[config.mk]
export PLATFORM = sky130hd
export DESIGN_NAME = uart_tx_fifo
export DESIGN_NICKNAME = d
export VERILOG_FILES = /design/src/rtl/uart_pkg.sv /design/src/rtl/uart_fifo_mem.sv /design/src/rtl/uart_tx_fifo.sv
export SDC_FILE = /design/constraint.sdc
export NUM_CORES = 1
export LEC_CHECK = 0
export CAP_MARGIN = 25
export CORE_ASPECT_RATIO = 1.1
export CORE_MARGIN = 4
export CORE_UTILIZATION = 40
export DETAILED_ROUTE_END_ITERATION = 8
export HOLD_SLACK_MARGIN = 0.1
export SYNTH_ARGS = -nofsm -noshare
export SYNTH_HDL_FRONTEND = slang
export SYNTH_SLANG_ARGS = --single-unit
export TNS_END_PERCENT = 30
[constraint.sdc]
create_clock -name clk -period 6.2 [get_ports clk]
set_input_delay 0.93 -clock clk [delete_from_list [all_inputs] [get_ports clk]]
set_output_delay 0.93 -clock clk [all_outputs]
set_load 0.005 [all_outputs]
[src/rtl/uart_pkg.sv]
// Shared types and defaults for the UART transmit buffer and its launch controller.
package uart_pkg;

  localparam int UART_DEPTH       = 16;
  localparam int UART_ACK_TIMEOUT = 16;
  localparam int BYTE_W           = 8;

  typedef enum logic [1:0] {
    ST_IDLE    = 2'd0,
    ST_START   = 2'd1,
    ST_WAIT_HI = 2'd2,
    ST_WAIT_LO = 2'd3
  } tx_state_e;

endpackage

[src/rtl/uart_fifo_mem.sv]
// Circular byte FIFO: push/pop take effect on the clock edge; read data is mem[rd_ptr] combinationally.
// A push while full is dropped and sets the sticky overflow; flush clears everything and wins over push/pop.
module uart_fifo_mem
  import uart_pkg::*;
#(
  parameter int DEPTH = UART_DEPTH
) (
  input  logic                    clk,
  input  logic                    rst_n,
  input  logic                    push_i,
  input  logic [BYTE_W-1:0]       push_dat_i,
  input  logic                    pop_i,
  input  logic                    flush_i,
  output logic [BYTE_W-1:0]       rd_dat_o,
  output logic                    full_o,
  output logic                    empty_o,
  output logic [$clog2(DEPTH):0]  level_o,
  output logic                    overflow_o
);

  localparam int PTR_W = $clog2(DEPTH);
  localparam int LVL_W = PTR_W + 1;

  logic [BYTE_W-1:0] mem_q [DEPTH];
  logic [PTR_W-1:0]  wr_ptr_q, wr_ptr_d;
  logic [PTR_W-1:0]  rd_ptr_q, rd_ptr_d;
  logic [LVL_W-1:0]  level_q, level_d;
  logic              overflow_q, overflow_d;
  logic              push_ok, pop_ok;

  assign full_o     = (level_q == LVL_W'(DEPTH));
  assign empty_o    = (level_q == '0);
  assign level_o    = level_q;
  assign overflow_o = overflow_q;
  assign rd_dat_o   = mem_q[rd_ptr_q];

  // Fullness is judged at the start of the cycle, so a coincident pop never makes room.
  assign push_ok = push_i && !full_o && !flush_i;
  assign pop_ok  = pop_i && !empty_o && !flush_i;

  always_comb begin
    wr_ptr_d   = wr_ptr_q;
    rd_ptr_d   = rd_ptr_q;
    level_d    = level_q;
    overflow_d = overflow_q;
    if (flush_i) begin
      wr_ptr_d   = '0;
      rd_ptr_d   = '0;
      level_d    = '0;
      overflow_d = 1'b0;
    end else begin
      if (push_ok) wr_ptr_d = wr_ptr_q + 1'b1;
      if (pop_ok)  rd_ptr_d = rd_ptr_q + 1'b1;
      if (push_ok && !pop_ok)      level_d = level_q + 1'b1;
      else if (!push_ok && pop_ok) level_d = level_q - 1'b1;
      if (push_i && full_o) overflow_d = 1'b1;
    end
  end

  always_ff @(posedge clk or negedge rst_n) begin
    if (!rst_n) begin
      wr_ptr_q   <= '0;
      rd_ptr_q   <= '0;
      level_q    <= '0;
      overflow_q <= 1'b0;
    end else begin
      wr_ptr_q   <= wr_ptr_d;
      rd_ptr_q   <= rd_ptr_d;
      level_q    <= level_d;
      overflow_q <= overflow_d;
    end
  end

  always_ff @(posedge clk) begin
    if (push_ok) mem_q[wr_ptr_q] <= push_dat_i;
  end

endmodule

[src/rtl/uart_tx_fifo.sv]
// Buffers host bytes and launches them one at a time into the UART transmitter (start pulse 2 cycles after a push into an idle path).
// Host sees full/overflow only; a new byte is launched only once the transmitter is idle, and an unacknowledged start is dropped with timeout_err.
module uart_tx_fifo
  import uart_pkg::*;
#(
  parameter int DEPTH       = UART_DEPTH,
  parameter int ACK_TIMEOUT = UART_ACK_TIMEOUT
) (
  input  logic                    clk,
  input  logic                    rst_n,
  input  logic                    wr_en,
  input  logic [BYTE_W-1:0]       wr_data,
  input  logic                    flush,
  input  logic                    tx_busy,
  output logic                    tx_start,
  output logic [BYTE_W-1:0]       tx_data,
  output logic                    full,
  output logic                    empty,
  output logic [$clog2(DEPTH):0]  level,
  output logic                    overflow,
  output logic                    timeout_err
);

  localparam int CNT_W = $clog2(ACK_TIMEOUT);

  tx_state_e         state_q, state_d;
  logic [CNT_W-1:0]  cnt_q, cnt_d;
  logic [BYTE_W-1:0] tx_data_q;
  logic              tx_start_q;
  logic              timeout_q, timeout_d;
  logic              pop;
  logic [BYTE_W-1:0] fifo_rd_dat;

  uart_fifo_mem #(.DEPTH(DEPTH)) u_fifo (
    .clk        (clk),
    .rst_n      (rst_n),
    .push_i     (wr_en),
    .push_dat_i (wr_data),
    .pop_i      (pop),
    .flush_i    (flush),
    .rd_dat_o   (fifo_rd_dat),
    .full_o     (full),
    .empty_o    (empty),
    .level_o    (level),
    .overflow_o (overflow)
  );

  always_comb begin
    state_d   = state_q;
    cnt_d     = cnt_q;
    pop       = 1'b0;
    timeout_d = 1'b0;
    case (state_q)
      ST_IDLE: begin
        if (!empty && !tx_busy && !flush) begin
          pop     = 1'b1;
          state_d = ST_START;
        end
      end
      ST_START: begin
        cnt_d   = '0;
        state_d = ST_WAIT_HI;
      end
      ST_WAIT_HI: begin
        if (tx_busy) begin
          state_d = ST_WAIT_LO;
        end else if (cnt_q == CNT_W'(ACK_TIMEOUT - 1)) begin
          timeout_d = 1'b1;
          state_d   = ST_IDLE;
        end else begin
          cnt_d = cnt_q + 1'b1;
        end
      end
      ST_WAIT_LO: begin
        if (!tx_busy) state_d = ST_IDLE;
      end
      default: state_d = ST_IDLE;
    endcase
  end

  // tx_start is registered from the next state so it is high exactly while in START.
  always_ff @(posedge clk or negedge rst_n) begin
    if (!rst_n) begin
      state_q    <= ST_IDLE;
      cnt_q      <= '0;
      tx_data_q  <= '0;
      tx_start_q <= 1'b0;
      timeout_q  <= 1'b0;
    end else begin
      state_q    <= state_d;
      cnt_q      <= cnt_d;
      tx_start_q <= (state_d == ST_START);
      timeout_q  <= timeout_d;
      if (pop) tx_data_q <= fifo_rd_dat;
    end
  end

  assign tx_start    = tx_start_q;
  assign tx_data     = tx_data_q;
  assign timeout_err = timeout_q;

endmodule

# --- After elaboration in Yosys (flattened, before gate mapping) ---
# Memory sizes are Yosys's and may differ from the RTL's. A register that Yosys moved wholly into a read port is not among the register bits.
# Index checks and enable logic that the tools add are counted.
word_totals:
  input_bits: 13
  memories: 1
  latch_bits: 0
  reg_bits: 22
  ramBits: 128
  out_inout_bits: 18
  word_cells: 70
  rom_bits: 0
op_classes:
  n_mux: 24
  n_addsub: 5
  n_reduce_logical: 24
  n_lt_le_gt_ge: 0
  n_eq_ne: 8
  div: 0
  mul: 0
  shifts: 0
  bitwise: 0
memory_table:
  columns: ["memory", "depth", "word_bits", "read_ports", "rd_clocked_by_memory_dff", "wr", "line", "source"]
  rows:
  - ["u_fifo.mem_q", 16, 8, 1, 1, 1, "uart_fifo_mem.sv:24", "logic [BYTE_W-1:0] mem_q [DEPTH];"]
op_table:
  columns: ["cell", "count"]
  rows:
  - ["$mux 4", 6]
  - ["$mux 5", 3]
  - ["$add 4x1->4 const B", 3]
  - ["$logic_and 1x1->1", 9]
  - ["$mux 1", 9]
  - ["$mux 2", 4]
  - ["$pmux 2 s4", 1]
  - ["$pmux 4 s2", 1]
  - ["$reduce_bool 2->1", 4]
  - ["$logic_not 1->1", 7]
  - ["$add 5x1->5 const B", 1]
  - ["$eq 5x5->1 const B", 1]
  - ["$logic_not 5->1", 1]
  - ["$sub 5x1->5 const B", 1]
  - ["$eq 2x1->1 const B", 2]
  - ["$eq 2x2->1 const B", 2]
  - ["$eq 4x4->1 const B", 1]
  - ["$ne 2x2->1 const B", 2]
  - ["$reduce_and 3->1", 1]
  - ["$reduce_bool 3->1", 1]
  - ["$logic_not 2->1", 1]

# --- Longest topological paths before layout ---
# Gate-level depths: netlist (run 1).
logic_depth:
  word_depth: 12
  depth_mapped: 11
  depth_no_buf: 10

# --- Hierarchy ---
# A second synthesis (run 1) with hierarchy kept.
unflattened:
  cells_unflattened: 404
  hier_area_um2: 6681.4
by_module_without_submodules:
  columns: ["module", "area_each_um2", "instances", "seq_area_each_um2", "cells_per_inst"]
  rows:
  - ["uart_fifo_mem", 5925.7, 1, 4194.0, 349]
  - ["uart_tx_fifo", 755.7, 1, 400.4, 55]

# --- Least setup slack after synthesis (run 1) ---
# Ideal clock, no wire load.
synth_timing:
  path_type: "register -> register"
  start: "register u_fifo.level_q[1], in the netlist u_fifo.level_o[1]"
  end: "register u_fifo.level_q[4], in the netlist u_fifo.level_o[4]"
  required_ns: 6.114
  path_stages_with_launch: 11
  period_less_slack_ns: 2.891
  path_buffers: 1
  setup_time_ns: 0.086
  setup_slack_ns: 3.309
  arrival_ns: 2.805
  cell_sequence: "dfrtp_1 > or4_4 > o21ai_4 > clkbuf_1 > nand2_1 > fa_1 > a21o_1 > a21oi_1 > and3_1 > nor3_1 > nor3_1"
synth_via:
  elab_chain_cells: 12
  elab_cells_between_ends: 22
  classes_between: "add/sub: 2; eq/ne: 1; mux: 5; reduce/logical: 14"
synth_lines:
  columns: ["item", "line", "source"]
  rows:
  - ["start: declaration", "uart_fifo_mem.sv:27", "logic [LVL_W-1:0] level_q, level_d;"]
  - ["start signal: assignment", "uart_fifo_mem.sv:69", "level_q <= level_d;"]
  - ["$logic_not 5->1", "uart_fifo_mem.sv:32", "assign empty_o = (level_q == '0);"]
  - ["$logic_not 1->1", "uart_fifo_mem.sv:39, uart_tx_fifo.sv:55", null]
  - ["$logic_and 1x1->1 (2 in a row)", "uart_tx_fifo.sv:55", "if (!empty && !tx_busy && !flush) begin"]
  - ["$mux 1", "uart_tx_fifo.sv:55", null]
  - ["$mux 1", "uart_tx_fifo.sv:53", "case (state_q)"]
  - ["$logic_and 1x1->1 (2 in a row)", "uart_fifo_mem.sv:39", "assign pop_ok = pop_i && !empty_o && !flush_i;"]
  - ["$logic_not 1->1", "uart_fifo_mem.sv:54", "if (push_ok && !pop_ok) level_d = level_q + 1'b1;"]
  - ["$logic_and 1x1->1", "uart_fifo_mem.sv:54", null]
  - ["$mux 5", "uart_fifo_mem.sv:54", null]
  - ["$mux 5", "uart_fifo_mem.sv:46", "if (flush_i) begin"]
# Parallel ways exist; a longest one is shown, timed or not. The select of a mux whose other input is x is not followed.
# A chain may end at the register's enable or synchronous reset.

# --- Worst setup path in the final report (run 1) ---
layout_timing:
  start: "input flush"
  end: "register u_fifo.level_q[4], in the netlist u_fifo.level_o[4]"
layout_via:
  elab_chain_cells: 10
  elab_cells_between_ends: 14
  classes_between: "mux: 4; reduce/logical: 10"
layout_lines:
  columns: ["item", "line", "source"]
  rows:
  - ["start: declaration", "uart_tx_fifo.sv:13", "input logic flush,"]
  - ["$logic_not 1->1", "uart_fifo_mem.sv:38, uart_fifo_mem.sv:39, uart_tx_fifo.sv:55", null]
  - ["$logic_and 1x1->1", "uart_tx_fifo.sv:55", null]
  - ["$mux 1", "uart_tx_fifo.sv:55", null]
  - ["$mux 1", "uart_tx_fifo.sv:53", null]
  - ["$logic_and 1x1->1 (2 in a row)", "uart_fifo_mem.sv:39", null]
  - ["$logic_not 1->1", "uart_fifo_mem.sv:54", null]
  - ["$logic_and 1x1->1", "uart_fifo_mem.sv:54", null]
  - ["$mux 5", "uart_fifo_mem.sv:54", null]
  - ["$mux 5", "uart_fifo_mem.sv:46", null]
# Parallel ways exist; a longest one is shown, timed or not.

==> qor.yml, run 1 <==
status: "finished, final reports clean"
std_cell_rows: 48
maxCapViolCount: 0
yosys-top-cells-area: "edfxtp_1 (59%), dfrtp_1 (12%), mux4_2 (11%)"
slew_headroom: 0.3174
worst_pin_slew_ns: 1.020
finalCoreUtilization: 0.4758
fillerInstances: 1354
period_needed_ns: 3.413
port_buffers: 30
die_h_um: 141.4
drc: 0
timing.rr.end: "u_fifo.level_o[4]"
cts_made_buffers: 17
netlist_instances: 382
seq_area_frac_synth: 0.7097
first_pass_iters: 5
synth_cell_types: 40
design.die.area_mm2: 0.01829
multi_input_area_mm2: 0.001770
ys.flop_type: "edfxtp_1"
synth_seq_cells: 158
worstPathRequired_ns: 6.47
rr_worst_depth: 9
rsz0062_at_grt: "no"
grt_pass1_vias: 3493
crit_path_start_kind: "input port"
dp_worst_setup_slack_ns: 2.339
grt_pass1_wl_mm: 19.94
cp-end-kind: "flop"
rr_startpoint: "u_fifo.level_o[1]"
fin_setup_tns_ns: 0
crit_type: "input port to flop"
via_count: 3326
setup_ws_ns: 2.787
finalWeightedCongestion: 0.7444
overflow: 0
seq_area_mm2: 0.004596
syn-num-nets: 406
detailed_place_hpwl_mm: 7.902
wire_per_inst_um: 19.89
cts_root_buf: "clkbuf_16"
yosys.area.top_type_share: 0.5937
final_layout_size_suffix_gt1_frac: 0.1833
cts.path.max_buffers: 2
drv_slew: 0
grt_usage: 0.1491
ctsHoldBuffers: 0
fin_skew_ns: 0.007283
hp-class: "flop to flop"
ioPinCount: 31
finalHoldViolations: 0
synth_edf_count: 128
synthToLayoutAreaGrowth_pct: 16.10
syn_area_mm2: 0.006474
antenna_found_initial: 0
clock_latency_ns: 0.41
final_area_mm2: 0.007516
synth_area_leader_cell: "edfxtp_1"
whs_endpoint: "tx_data[5]"
timing.hold.worst.start: "tx_data[5]"
finalSetupViolCount: 0
cts_tree: "yes"
first_iter_violations: 195
async_reset_ff_frac: 0.1899
ys_top_cells_by_count: "edfxtp_1 (128), nand2_1 (33), mux4_2 (32)"
startpoint: "flush"
start_util: 0.4099
grt_max_degree: 37
cts_setup_buffers: 0
cp_max_fo: 23
ant_nets: 0
path_clk_slew_ns: 0.06
diodes: 0
numClockSinks: 158
core_area_mm2: 0.01580
avgSynthCellArea_um2: 16.95
holdPathStages: 2
routed_wl_mm: 12.55
power_density_mw_per_mm2: 360.6
cts_resized: 0
p_leak_nw: 2.563
die_w_um: 129.3
fmax_ghz: 0.2930
synthMostInstantiatedCell: "edfxtp_1"
postPlaceCellArea_mm2: 0.007003
reg2reg_slack_ns: 2.99
nets: 444
timing.final.crit_share: 0.5505
yosysWarnings: 0
irDropWorstVdd_uv: 171.0
via_per_inst: 5.271
arrival_ns: 3.69
cts_max_level: 4
## layout by cell type (no fill, tap or decap), drive strengths merged, types with 2 or more instances in the layout
cell type	instances
nand4	3
o21ai	16
a31oi	2
nand2b	3
mux4	32
edfxtp	128
nand2	33
clkdlybuf4s50	30
mux2	8
xor2	5
xnor2	3
nand3	3
nor4	2
mux2i	12
nor3	10
nand3b	2
clkinv	8
nor2	29
clkbuf	21
ha	10
dfrtp	30
a21oi	14
inv	7
buf	8
## stage by stage
stage / power, mW / cells / hold slack [ns]
after floorplan: 1.619 / 382 / 0.4628
final: 2.710 / 631 / 0.4664
after global placement: 1.811 / 601 / 0.4590
after CTS: 2.743 / 631 / 0.4762
after detailed placement: 1.823 / 601 / 0.4637
after global routing: 2.853 / 631 / 0.5121
## worst max path at each step
stage / to / slack, ns / cells after the start
global route: u_fifo.level_o[4] / 2.51 / 10
CTS: u_fifo.level_o[4] / 2.78 / 10
detailed placement: u_fifo.level_o[4] / 2.34 / 10
floorplan: u_fifo.level_o[4] / 3.31 / 10
global placement: u_fifo.level_o[4] / 2.39 / 10
finish: u_fifo.level_o[4] / 2.79 / 10
## metal layers
layer | vias to the layer above | global-route usage | share of wire
met2 | 69 | 0.2473 | 0.51
met1 | 1691 | 0.1895 | 0.43
li1 | 1545 | - | -
met5 | - | 0 | 0
met4 | 0 | 0.06357 | 0.024
met3 | 21 | 0.03163 | 0.039
## flip-flops by register name, summed over array words and instances (netlist names)
name               cells
u_fifo.mem_q         128
state_q                2
u_fifo.overflow_o      1
tx_start               1
u_fifo.wr_ptr_q        4
u_fifo.level_o         5
u_fifo.rd_ptr_q        4
timeout_err            1
tx_data                8
cnt_q                  4
## cell type report
type / count / share of cell area
inverters: 7 / 0.003496
repair buffers: 38 / 0.04794
clock buffers: 21 / 0.05860
well taps: 200 / 0.03329
clock inverters: 9 / 0.009655
multi-input cells: 198 / 0.2356
flip-flops and latches: 158 / 0.6115
## kinds of logic (layout without fill, tap and decap cells)
family | Yosys count | count (layout) | synth area share
AO/OA/AOI/OAI | 39 | 39 | 0.03499
XOR/XNOR | 8 | 8 | 0.01082
adder cells (fa/ha/maj) | 11 | 11 | 0.02242
buffers and inverters | 26 | 75 | 0.01681
flip-flops | 158 | 158 | 0.7097
multiplexers | 52 | 52 | 0.1438
AND/OR/NAND/NOR | 88 | 88 | 0.06146
## power breakdown
| group | switching (mW) | internal [mW] | total (mW) |
|---|---|---|---|
| Sequential | 0.0708 | 1.22 | 1.29 |
| Combinational | 0.237 | 0.266 | 0.503 |
| Clock | 0.379 | 0.541 | 0.921 |
## critical path, cell delays in order
cell	delay [ns]
clkdlybuf4s50_1	0.84
nor4_2	0.15
o21ai_4	0.26
nand2_1	0.30
fa_1	0.48
a21o_1	0.19
a21oi_1	0.17
and3_1	0.20
o21a_1	0.13
nor3_1	0.04
Power figures use the tool's default switching activity.
==> inputs of run 2 (changes only) <==
==> constraint.sdc (replaced) <==
create_clock -name clk -period 3.3 [get_ports clk]
set_input_delay 0.495 -clock clk [delete_from_list [all_inputs] [get_ports clk]]
set_output_delay 0.495 -clock clk [all_outputs]
set_load 0.005 [all_outputs]
==> qor.yml, run 2 (synthesized netlist as in run 1, its figures left out) <==
first_iter_violations: 239  # was 195
seqPwrFrac: 0.462  # was 0.475
crit_type: "flop to flop"  # was input port to flop
cts_tree: "yes"  # unchanged
nets: 462  # was 444
slew_headroom: 0.5954  # was 0.3174
postPlaceCellArea_mm2: 0.007143  # was 0.007003 mm^2
largest_reg_flops: 128  # unchanged
worstPathRequired_ns: 3.63  # was 6.47 ns
grt_pass1_vias: 3602  # was 3,493
cp-end-kind: "flop"  # unchanged
period_needed_ns: 2.724
start_util: 0.4099  # unchanged
swShare: 0.2589  # was 0.2534
wire_per_inst_um: 19.69  # was 19.89 um
finalWeightedCongestion: 0.7711  # was 0.7444
top_register: "u_fifo.mem_q"  # unchanged
maxCapViolCount: 0  # unchanged
overflow: 0  # unchanged
worst_pin_slew_ns: 0.6070  # was 1.020 ns
die_w_um: 129.3  # unchanged
final_layout_size_suffix_gt1_frac: 0.2262  # was 0.1833
crit_path_start_kind: "flop"  # was input port
pwr-share-clk: 0.362  # was 0.340
final_area_mm2: 0.007745  # was 0.007516 mm^2
routed_wl_mm: 12.82  # was 12.55 mm
ant_nets: 0  # unchanged
dp_worst_setup_slack_ns: 0.5394  # was 2.339 ns
fillerInstances: 1303  # was 1,354
cp_max_fo: 6  # was 23
design.die.area_mm2: 0.01829  # unchanged
via_per_inst: 5.284  # was 5.271
via_count: 3440  # was 3,326
ctsHoldBuffers: 0  # unchanged
cts.path.max_buffers: 2  # unchanged
final_common_cell: "edfxtp_1"  # unchanged
grt_max_degree: 27  # was 37
pwr-share-comb: 0.175  # was 0.186
p_int_mw: 3.927  # was 2.023 mW
diodes: 0  # unchanged
hp-class: "input port to asynchronous set/reset pin"  # was flop to flop
cts_setup_buffers: 0  # unchanged
finalHoldViolations: 0  # unchanged
rsz0062_at_grt: "no"  # unchanged
drv_slew: 0  # unchanged
grt_pass1_wl_mm: 20.42  # was 19.94 mm
grt_usage: 0.1527  # was 0.1491
irDropWorstVdd_uv: 352.6  # was 171.0 uV
finalSetupViolCount: 0  # unchanged
cts_made_buffers: 17  # unchanged
startpoint: "u_fifo.level_o[1]"  # was flush
port_buffers: 30  # unchanged
numClockSinks: 158  # unchanged
first_pass_iters: 4  # was 5
netSwitchingPower_mw: 1.372  # was 0.6867 mW
cts_root_buf: "clkbuf_16"  # unchanged
fin_skew_ns: 0.007339  # was 0.007283 ns
die_h_um: 141.4  # unchanged
rr_startpoint: "u_fifo.level_o[1]"  # unchanged
drc: 0  # unchanged
detailed_place_hpwl_mm: 8.286  # was 7.902 mm
p_leak_nw: 2.680  # was 2.563 nW
cts_max_level: 4  # unchanged
arrival_ns: 3.06  # was 3.69 ns
fmax_ghz: 0.3672
setup_ws_ns: 0.5764  # was 2.787 ns
cts_resized: 0  # unchanged
ioPinCount: 31  # unchanged
fin_setup_tns_ns: 0  # unchanged
timing.final.crit_share: 0.8253
path_clk_slew_ns: 0.06  # about the same
finalCoreUtilization: 0.4903  # was 0.4758
status: "finished, final reports clean"  # unchanged
power_density_mw_per_mm2: 684.2  # was 360.6 mW/mm^2
core_area_mm2: 0.01580  # unchanged
clock_latency_ns: 0.42  # was 0.41 ns
std_cell_rows: 48  # unchanged
hold_slack_ns: 0.2705  # was 0.4664 ns
layout_common_cells: "edfxtp_1 (128), nand2_1 (33), mux4_2 (32)"  # unchanged
synthToLayoutAreaGrowth_pct: 19.64  # was 16.10%
antenna_found_initial: 0  # unchanged
==> run 2: cell count changes in the layout (fill, tap and decap cells not counted), moves of 2 or more <==
cell,previous run,this run
inv_6,0,3
clkbuf_1,4,0
clkinvlp_4,0,4
clkinv_4,1,3
buf_4,8,24
clkinv_2,6,0
==> run 2: power groups by stage <==
stage | clock network [mW] | logic, mW | registers, mW
after floorplan | 0 | 0.626 | 2.42
after global placement | 0 | 0.928 | 2.49
after detailed placement | 0 | 0.943 | 2.50
after CTS | 1.96 | 0.948 | 2.46
after global routing | 2.05 | 1.05 | 2.48
final | 1.92 | 0.929 | 2.45
==> run 2: final cells by class <==
class,instances,area [um^2],share of cell area
clock inverters,15,161.4,0.02084
multi-input cells,198,1770,0.2286
repair buffers,56,515.5,0.06656
inverters,7,26.28,0.003393
flip-flops and latches,158,4596,0.5934
well taps,200,250.2,0.03231
clock buffers,17,425.4,0.05493
==> run 2: worst paths after layout <==
| kind | to | slack [ns] | depth (start not counted) |
|---|---|---|---|
| min reg2reg | tx_data[3] | 0.47 | 2 |
| max | u_fifo.level_o[4] | 0.58 | 10 |
| min | tx_data[1] | 0.27 | 1 |
| max in group asynchronous | tx_start | 2.46 | 3 |
| max reg2reg | u_fifo.level_o[4] | 0.58 | 10 |
| min in group clk | tx_data[3] | 0.47 | 2 |
==> run 2: per-stage QoR <==
step                std cells  power [mW]
global placement          618       3.418
global route              651       5.577
finish                    651       5.299
detailed placement        618       3.440
floorplan                 382       3.041
CTS                       650       5.366
==> run 2: critical path, cell delays in order (launching register included) <==
cell,delay [ns]
dfrtp_1,0.45
or4_4,0.60
o21ai_1,0.27
nor2_1,0.10
nand2_1,0.18
ha_1,0.28
a21o_1,0.16
a21oi_1,0.18
and3_1,0.20
nor3_1,0.05
nor3_1,0.17
==> run 2: per-layer routing <==
metal	track usage	wire, um
met5	0	0
met3	0.03238	560
met4	0.06136	234
met1	0.1943	5404
met2	0.2549	6620
